[config.mk]
export PLATFORM = sky130hd
export DESIGN_NAME = roce_ack_pacing_arbiter
export DESIGN_NICKNAME = d
export VERILOG_FILES = /design/src/rtl/roce_pacing_pkg.sv /design/src/rtl/rr_arbiter.sv /design/src/rtl/roce_ack_pacing_arbiter.sv
export SDC_FILE = /design/constraint.sdc
export NUM_CORES = 1
export LEC_CHECK = 0
export CAP_MARGIN = 20
export CORE_AREA = 2 2 698 700
export DETAILED_ROUTE_END_ITERATION = 12
export DIE_AREA = 0 0 700 702
export HOLD_SLACK_MARGIN = 0.1
export PLACE_DENSITY_LB_ADDON = 0.2
export SYNTH_ARGS = -nofsm -noshare
export SYNTH_HDL_FRONTEND = slang
export SYNTH_SLANG_ARGS = --single-unit
[constraint.sdc]
create_clock -name nclk -period 2.4 [get_ports nclk]
set_input_delay 0.72 -clock nclk [delete_from_list [all_inputs] [get_ports nclk]]
set_output_delay 0.72 -clock nclk [all_outputs]
set_load 0.01 [all_outputs]
[src/rtl/roce_pacing_pkg.sv]
// Shared types and ACK signature constants for the RoCE ACK pacing arbiter.
package roce_pacing_pkg;

  localparam int unsigned DATA_W = 512;
  localparam int unsigned KEEP_W = DATA_W / 8;
  localparam int unsigned GAP_W  = 8;

  // ACK signature: EtherType-like tag in the low bytes plus a fixed opcode byte.
  localparam logic [15:0] ACK_ETH_SIG = 16'h0245;
  localparam int unsigned ACK_ETH_LSB = 0;
  localparam int unsigned ACK_ETH_W   = 16;
  localparam logic [7:0]  ACK_OPCODE  = 8'h11;
  localparam int unsigned ACK_OPC_LSB = 224;
  localparam int unsigned ACK_OPC_W   = 8;

  typedef enum logic [1:0] {
    ST_IDLE   = 2'd0,
    ST_STREAM = 2'd1,
    ST_GAP    = 2'd2
  } state_t;

  // True when a first beat carries the ACK signature.
  function automatic logic is_ack_beat(input logic [DATA_W-1:0] d);
    return (d[ACK_ETH_LSB +: ACK_ETH_W] == ACK_ETH_SIG) &&
           (d[ACK_OPC_LSB +: ACK_OPC_W] == ACK_OPCODE);
  endfunction

endpackage

[src/rtl/rr_arbiter.sv]
// Combinational round-robin pick: first requester after the last grant wins.
module rr_arbiter #(
  parameter int unsigned N  = 2,
  parameter int unsigned IW = 1
) (
  input  logic [N-1:0]  req,
  input  logic [IW-1:0] last_idx,
  output logic [IW-1:0] win_idx,
  output logic          win_valid
);

  logic [31:0] cand;

  // Walk ports starting one past the last grant, wrapping modulo N.
  always_comb begin
    win_idx   = last_idx;
    win_valid = 1'b0;
    cand      = '0;
    for (int unsigned i = 1; i <= N; i++) begin
      cand = (32'(last_idx) + 32'(i)) % 32'(N);
      if (!win_valid && req[cand[IW-1:0]]) begin
        win_valid = 1'b1;
        win_idx   = cand[IW-1:0];
      end
    end
  end

endmodule

[src/rtl/roce_ack_pacing_arbiter.sv]
// Merges N AXI4-Stream inputs packet-by-packet and enforces a quiet gap after ACKs.
module roce_ack_pacing_arbiter
  import roce_pacing_pkg::*;
#(
  parameter int unsigned N_PORTS  = 2,
  parameter int unsigned CNT_BITS = 32,
  localparam int unsigned IDX_W   = $clog2(N_PORTS)
) (
  input  logic                        nclk,
  input  logic                        nresetn,
  input  logic                        gap_en,
  input  logic [GAP_W-1:0]            gap_cycles,
  input  logic [N_PORTS*DATA_W-1:0]   s_axis_tdata,
  input  logic [N_PORTS*KEEP_W-1:0]   s_axis_tkeep,
  input  logic [N_PORTS-1:0]          s_axis_tlast,
  input  logic [N_PORTS-1:0]          s_axis_tvalid,
  output logic [N_PORTS-1:0]          s_axis_tready,
  output logic [DATA_W-1:0]           m_axis_tdata,
  output logic [KEEP_W-1:0]           m_axis_tkeep,
  output logic                        m_axis_tlast,
  output logic                        m_axis_tvalid,
  input  logic                        m_axis_tready,
  output logic [IDX_W-1:0]            grant_idx,
  output logic [CNT_BITS-1:0]         ack_count,
  output logic [CNT_BITS-1:0]         stall_count
);

  state_t           state;
  logic [GAP_W-1:0] gap_cnt;
  logic             ack_flag;
  logic             first_beat;
  logic [IDX_W-1:0] arb_idx;
  logic             arb_valid;
  logic             streaming;
  logic             beat_hs;
  logic             pkt_is_ack;
  logic [31:0]      data_base;
  logic [31:0]      keep_base;

  rr_arbiter #(
    .N  (N_PORTS),
    .IW (IDX_W)
  ) u_arb (
    .req       (s_axis_tvalid),
    .last_idx  (grant_idx),
    .win_idx   (arb_idx),
    .win_valid (arb_valid)
  );

  // Unregistered datapath: granted port is wired straight through while streaming.
  always_comb begin
    streaming     = nresetn && (state == ST_STREAM);
    data_base     = 32'(grant_idx) * 32'(DATA_W);
    keep_base     = 32'(grant_idx) * 32'(KEEP_W);
    m_axis_tdata  = s_axis_tdata[data_base +: DATA_W];
    m_axis_tkeep  = s_axis_tkeep[keep_base +: KEEP_W];
    m_axis_tlast  = s_axis_tlast[grant_idx];
    m_axis_tvalid = streaming && s_axis_tvalid[grant_idx];
    s_axis_tready = '0;
    if (streaming) begin
      s_axis_tready[grant_idx] = m_axis_tready;
    end
    beat_hs    = m_axis_tvalid && m_axis_tready;
    pkt_is_ack = first_beat ? is_ack_beat(m_axis_tdata) : ack_flag;
  end

  // Packet FSM, grant register, gap countdown and statistics.
  always_ff @(posedge nclk) begin
    if (!nresetn) begin
      state       <= ST_IDLE;
      grant_idx   <= IDX_W'(N_PORTS - 1);
      gap_cnt     <= '0;
      ack_flag    <= 1'b0;
      first_beat  <= 1'b1;
      ack_count   <= '0;
      stall_count <= '0;
    end else begin
      case (state)
        ST_IDLE: begin
          if (arb_valid) begin
            grant_idx <= arb_idx;
            state     <= ST_STREAM;
          end
        end
        ST_STREAM: begin
          if (beat_hs) begin
            first_beat <= 1'b0;
            if (first_beat) begin
              ack_flag <= is_ack_beat(m_axis_tdata);
            end
            if (m_axis_tlast) begin
              first_beat <= 1'b1;
              ack_flag   <= 1'b0;
              if (pkt_is_ack) begin
                ack_count <= ack_count + CNT_BITS'(1);
              end
              if (pkt_is_ack && gap_en && (gap_cycles != '0)) begin
                gap_cnt <= gap_cycles;
                state   <= ST_GAP;
              end else begin
                state <= ST_IDLE;
              end
            end
          end
        end
        ST_GAP: begin
          gap_cnt <= gap_cnt - GAP_W'(1);
          if (|s_axis_tvalid) begin
            stall_count <= stall_count + CNT_BITS'(1);
          end
          if (gap_cnt <= GAP_W'(1)) begin
            state <= ST_IDLE;
          end
        end
        default: state <= ST_IDLE;
      endcase
    end
  end

endmodule

==> metrics.cfg, run 1 <==
[synthesis]
synth_commonest_cells = mux2_2, dfxtp_1, clkbuf_1
synth.area.top_cells = mux2_2, dfxtp_1, clkbuf_1, nand2_1, nor2_1
ys_ff_latch = 77
seq_area_frac_synth_pct = 14.25
synthDistinctLibCells = 50
synth_area_per_cell_um2 = 9.610
netlist_instances = 1126
synth_top_area_share_pct = 60.15
syn-num-nets = 2298
yosysWarnings = 0
yosysMostFrequentCell = mux2_2
synthArstFlopShare_pct = 0
synthesis.area_mm2 = 0.01082
yosysTopAreaCell = mux2_2
synth_edf_count = 0
synth_flop_cell = dfxtp_1

[hold_path]
hold_depth = 2
hp-class = reg2reg

[placed_design]
gp_congestion = 0.9966
pre_cts_ws_ns = -1.351
dpl-instance-area_mm2 = 0.03996
io_buffer_count = 1812
dp_hpwl_um = 341000
placed_cells_incl_taps = 9551

[critical_path]
startpoint_type = flop
end_kind = output pin
crit_chain = buf_12 > buf_16 > buf_12 > buf_12 > buf_12 > buf_16 > mux2_2 > buf_6
cp_num_buf_inv = 7
r2r_cells = 14
crit_path_max_fanout = 7
cp.depth = 8
cp_top_family = buffers and inverters
cp.required_ns = 1.68
cp.arrival_ns = 2.24
worstSetupPathType = reg2out
cp_slowest_cell = dfxtp_4
path_common_cell = buf_12
critPathMaxStageDelay_ns = 0.37

[status]
status = complete, but fails checks
violations = negative setup slack

[sta]
post-route-period-util_pct = 123.3
rsz0062_at_grt = yes
drv_slew = 0
max_freq_mhz = 337.9
setup_ws_ns = -0.5591
hold_violations = 0
tightest_slew_ns = 0.7590
fin_worst_skew_ns = 0.01369
setup_viol = 623
fin_crit_ns = 2.959
relSlewSlack_pct = 49.40

[die]
io_pins = 1813
dieArea_mm2 = 0.4914
die_x_um = 700
initial_utilization_pct = 2.234
coreArea_mm2 = 0.4843
row_count = 256
fp.dieH_um = 702

[clocking]
holdBufCountCts = 0
clk_pin_slew_ns = 0.06
clk_latency_ns = 0.37
cts_tree = built
cts_buffer_depth = 2
cts_made_buffers = 9
htreeDepth = 3
cts_sinks = 77
cts_root_buf = clkbuf_16

[pwr]
power.density_mw_per_mm2 = 292.5
total_power_mw = 13.32
power_leakage_nw = 17.34
ir_worst_vdd_mv = 0.2864

[global_route]
overflow = 0
grt_pass1_wl_um = 407800
antenna_found_initial = 374
grt_use_total_pct = 14.15
grt_pass1_vias = 20120
grt_max_degree = 59

[drt]
drt-total-wl_um = 368000
dr_total_vias = 20970
drt-initial-drc-count = 1286
ant_nets = 0
dr.pass1.iters = 5
viasPerCell = 2.125
wl_per_cell_um = 37.30
drc = 0

[layout]
final_area_mm2 = 0.04552
n_fill_cell = 56130
drive_gt1_share_pct = 48.17
nets = 4494
seqCellArea_mm2 = 0.001545
syn_to_final_growth_pct = 320.7
fin_util_pct = 9.400
fin_cells = 9867
multi_input_area_mm2 = 0.01037

[run]
drv_cap = 0

placed cells by master, fill, tap and decap left out, types with 13 or more instances in the layout:
| cell type | n |
|---|---|
| dlymetal6s2s_1 | 29 |
| nand4_1 | 20 |
| buf_12 | 197 |
| buf_6 | 229 |
| xnor2_1 | 13 |
| xor2_1 | 18 |
| buf_16 | 34 |
| nand3_1 | 16 |
| nand2b_1 | 18 |
| diode_2 | 91 |
| buf_2 | 45 |
| mux2_2 | 305 |
| dlygate4sd2_1 | 68 |
| clkdlybuf4s50_1 | 1222 |
| nand2_1 | 56 |
| clkbuf_16 | 31 |
| buf_4 | 308 |
| clkdlybuf4s15_2 | 13 |
| mux2_4 | 273 |
| buf_8 | 47 |
| clkbuf_2 | 56 |
| dfxtp_1 | 76 |
| nor2_1 | 46 |
| mux2i_1 | 14 |
routing by layer:
| metal | routed length (µm) | vias to the layer above | GRT usage, % |
|---|---|---|---|
| met5 | 609 | - | 0 |
| met4 | 13310 | 88 | 3.252 |
| met3 | 40050 | 555 | 6.200 |
| met2 | 161700 | 1640 | 22.42 |
| met1 | 152300 | 9923 | 17.52 |
| li1 | - | 8760 | - |
sequential cells by signal, summed over array words and instances, names as in the netlist:
register and flops:
stall_count 32, first_beat 1, grant_idx 1, ack_count 32, gap_cnt 8, ack_flag 1
state 2
cell families (layout without fill, tap and decap cells):
kind of cell	after synthesis	after routing	synth area share [%]
compound gates	72	72	4.926
buf+inv	98	2298	3.492
xor+xnor	31	31	2.509
simple gates	252	252	12.92
fa+ha+maj	4	4	0.4626
mux	592	592	61.45
flops	77	77	14.25
other cells	0	91	0
worst reg2reg max path, stage by stage (launching register included):
cell,delay (ns)
dfxtp_4,0.37
buf_12,0.16
buf_16,0.19
buf_8,0.12
nor4bb_4,0.22
buf_6,0.19
nand3_4,0.09
a221oi_4,0.34
buf_6,0.17
buf_6,0.09
a31oi_4,0.11
buf_12,0.16
buf_16,0.14
or4_4,0.41
nand2_2,0.07
cell type report:
| type | instances | area share (%) |
|---|---|---|
| repair buffers | 2271 | 54.72 |
| inverters | 12 | 0.09895 |
| diodes | 91 | 0.5002 |
| multi-input cells | 951 | 22.77 |
| clock inverters | 3 | 0.1979 |
| well taps | 6450 | 17.73 |
| flip-flops and latches | 77 | 3.394 |
| clock buffers | 12 | 0.5882 |
final timing paths:
| check | to | startpoint | slack (ns) |
|---|---|---|---|
| setup / recovery | m_axis_tkeep[8] | grant_idx | -0.56 |
| hold reg to reg | ack_count[31] | ack_count[31] | 0.50 |
| setup reg to reg | ack_count[10] | grant_idx | -0.48 |
| hold / removal | ack_count[31] | ack_count[31] | 0.50 |
where the power goes:
part | leakage [nW] | switching [mW] | total, mW | internal, mW
clock | 0.175 | 0.630 | 1.73 | 1.10
combinational | 16.5 | 4.80 | 10.3 | 5.50
sequential | 0.621 | 0.00520 | 1.29 | 1.28
timing repair:
action	CTS	global route
pin swaps	25	17
resized for setup	1093	701
setup buffers	83	97
endpoints found under the setup margin	625	634
gates cloned	28	23
stage by stage:
| step | hold slack, ns | TNS [ns] |
|---|---|---|
| 3_3_place_gp | 0.4776 | -279.12 |
| 4_1_cts | 0.4851 | -289.23 |
| 3_5_place_dp | 0.4714 | -276.09 |
| 2_1_floorplan | 0.4403 | 0 |
| 5_1_grt | 0.5268 | -265.84 |
| 6_report | 0.4966 | -228.04 |
No activity file was read; power rests on OpenSTA's default activity.
==> run 2, diff against run 1 <==
--- a/config.mk
+++ b/config.mk
@@ -10,7 +10,6 @@
 export DETAILED_ROUTE_END_ITERATION = 12
 export DIE_AREA = 0 0 700 702
 export HOLD_SLACK_MARGIN = 0.1
-export PLACE_DENSITY_LB_ADDON = 0.2
 export SYNTH_ARGS = -nofsm -noshare
 export SYNTH_HDL_FRONTEND = slang
 export SYNTH_SLANG_ARGS = --single-unit
==> metrics.cfg, run 2 <==
[synthesis]
synth_flop_cell = dfxtp_1
synth_commonest_cells = mux2_2, dfxtp_1, clkbuf_1
synth_area_per_cell_um2 = 9.610
synthesis.area_mm2 = 0.01082
synthDistinctLibCells = 50
yosysWarnings = 0
ys_ff_latch = 77
synth_edf_count = 0
synth.area.top_cells = mux2_2, dfxtp_1, clkbuf_1, nand2_1, nor2_1
yosysTopAreaCell = mux2_2
syn-num-nets = 2298
synthArstFlopShare_pct = 0
yosysMostFrequentCell = mux2_2
netlist_instances = 1126
seq_area_frac_synth_pct = 14.25
synth_top_area_share_pct = 60.15

[die]
row_count = 256
initial_utilization_pct = 2.234
io_pins = 1813
die_x_um = 700
fp.dieH_um = 702

[status]
stop_stage = 3_3_place_gp
error_line = [ERROR GPL-0305] RePlAce diverged during gradient descent calculation, resulting in an invalid step length (Inf or NaN). This is often caused by numerical instability ...
status = did not finish

[placed_design]
io_buffer_count = 1812

==> run 2: logic make-up after synthesis <==
group | Yosys count | synth area share [%]
AOI/OAI and AO/OA | 72 | 4.926
buffers and inverters | 98 | 3.492
adders and majority gates | 4 | 0.4626
DFF | 77 | 14.25
muxes | 592 | 61.45
and+or+nand+nor | 252 | 12.92
xor gates and xnor gates | 31 | 2.509
==> run 3, diff against run 2 <==
--- a/config.mk
+++ b/config.mk
@@ -6,10 +6,10 @@
 export NUM_CORES = 1
 export LEC_CHECK = 0
 export CAP_MARGIN = 20
-export CORE_AREA = 2 2 698 700
+export CORE_AREA = 2 2 706 708
 export DETAILED_ROUTE_END_ITERATION = 12
-export DIE_AREA = 0 0 700 702
-export HOLD_SLACK_MARGIN = 0.1
+export DIE_AREA = 0 0 708 710
+export PLACE_DENSITY_LB_ADDON = 0.15
 export SYNTH_ARGS = -nofsm -noshare
 export SYNTH_HDL_FRONTEND = slang
 export SYNTH_SLANG_ARGS = --single-unit
==> constraint.sdc (replaced) <==
create_clock -name nclk -period 3.1 [get_ports nclk]
set_input_delay 0.93 -clock nclk [delete_from_list [all_inputs] [get_ports nclk]]
set_output_delay 0.93 -clock nclk [all_outputs]
set_load 0.01 [all_outputs]
==> metrics.cfg, run 3 (synthesis gave the netlist of run 1 again) <==
[status]
status = complete, but fails checks
violations = negative setup slack

[clocking]
cts_sinks = 77
clk_pin_slew_ns = 0.08
htreeDepth = 3
cts_root_buf = clkbuf_16
holdBufCountCts = 0
cts_tree = built
cts_made_buffers = 9
clk_latency_ns = 0.37
cts_buffer_depth = 2

[die]
row_count = 259
dieArea_mm2 = 0.5027
coreArea_mm2 = 0.4955
initial_utilization_pct = 2.184
fp.dieH_um = 710
io_pins = 1813
die_x_um = 708

[critical_path]
cp.required_ns = 2.17
cp_slowest_cell = dfxtp_4
path_common_cell = buf_16
crit_path_max_fanout = 7
critPathMaxStageDelay_ns = 0.39
crit_chain = buf_16 > buf_16 > buf_16 > buf_12 > clkbuf_16 > mux2_4 > buf_6
cp.arrival_ns = 2.21
end_kind = output pin
worstSetupPathType = reg2out
startpoint_type = flop

[placed_design]
io_buffer_count = 1812
placed_cells_incl_taps = 9535
gp_congestion = 0.9437
dp_hpwl_um = 310200

[global_route]
antenna_found_initial = 308
grt_pass1_vias = 19370
overflow = 0
grt_use_total_pct = 12.45
grt_pass1_wl_um = 371000
grt_max_degree = 60

[pwr]
power_leakage_nw = 15.36
ir_worst_vdd_mv = 0.2269
power.density_mw_per_mm2 = 216.0
total_power_mw = 9.112

[drt]
viasPerCell = 2.025
drt-total-wl_um = 329800
ant_nets = 0
wl_per_cell_um = 33.82
dr_total_vias = 19750
dr.pass1.iters = 5
drt-initial-drc-count = 984
drc = 0

[layout]
final_common_cell = clkdlybuf4s50_1
fin_cells = 9751
nets = 4294
drive_gt1_share_pct = 39.11
fin_util_pct = 8.514
reg.largest.list = ack_count x32, stall_count x32, gap_cnt x8
layout_common_cells = clkdlybuf4s50_1, mux2_2, dlygate4sd2_1
syn_to_final_growth_pct = 289.9

[sta]
relSlewSlack_pct = 47.38
setup_ws_ns = -0.04342
hold_violations = 0
setup_viol = 15
tightest_slew_ns = 0.7872
hold_slack_ns = 0.4682
post-route-period-util_pct = 101.4
max_freq_mhz = 318.1
rsz0062_at_grt = yes
fin_crit_ns = 3.143
drv_slew = 0
fin_worst_skew_ns = 0.02007
tns_ns = -0.1927

[run]
drv_cap = 0

[hold_path]
hp-class = reg2reg

run 3: cell type report:
cell class,count,area (µm²)
fillers,57650,453300
diodes,99,247.7
repair buffers,2071,22100
clock buffers,9,225.2
inverters,12,45.04
flip-flops and latches,77,1545
well taps,6525,8164
clock inverters,7,57.56
multi-input cells,951,9799
run 3: metal layers:
metal  wire length (µm)  track usage, %  share of wire, %  vias to the layer above
li1                   -               -                 -                     8351
met1             134600           15.19                41                     9482
met2             154400           20.86                47                     1437
met3              32640           4.799               9.9                      419
met4               7770           2.111               2.4                       56
met5                377               0              0.11                        -
run 3: stage by stage:
| step | setup slack [ns] | cell area, µm² |
|---|---|---|
| after floorplan | 0.2564 | 10820 |
| after detailed placement | -0.7469 | 38880 |
| after CTS | -0.1729 | 41120 |
| after global placement | -0.6768 | 38880 |
| after global routing | -0.07179 | 42020 |
| final | -0.04342 | 42190 |
run 3: path summary, 6_finish.rpt:
path                                 from                 to  slack [ns]  cells after the start
worst min-delay path             ack_flag           ack_flag        0.47                      2
worst max-delay path            grant_idx  m_axis_tdata[394]       -0.04                      7
worst max register to register  grant_idx       ack_count[5]        0.11                     15
worst min register to register   ack_flag           ack_flag        0.47                      2
run 3: power by group:
part | leakage [nW] | switching (mW) | internal [mW]
Combinational | 14.6 | 3.32 | 3.72
Clock | 0.135 | 0.527 | 0.553
Sequential | 0.621 | 0.00332 | 0.991
Total | 15.4 | 3.85 | 5.26
run 3: repair_timing:
action / CTS / global route
pin swaps: 8 / 4
setup buffers: 59 / 21
endpoints found under the setup margin: 603 / 305
gates resized for setup: 741 / 367
endpoints found under the hold margin: 0 / 0
cloned: 21 / 6
run 3: critical path, delay by kind of cell, from the launching register on:
kind                   cells  cell delay [ns]
flip-flops                 1             0.39
multiplexers               1             0.38
buffers and inverters      6             0.97
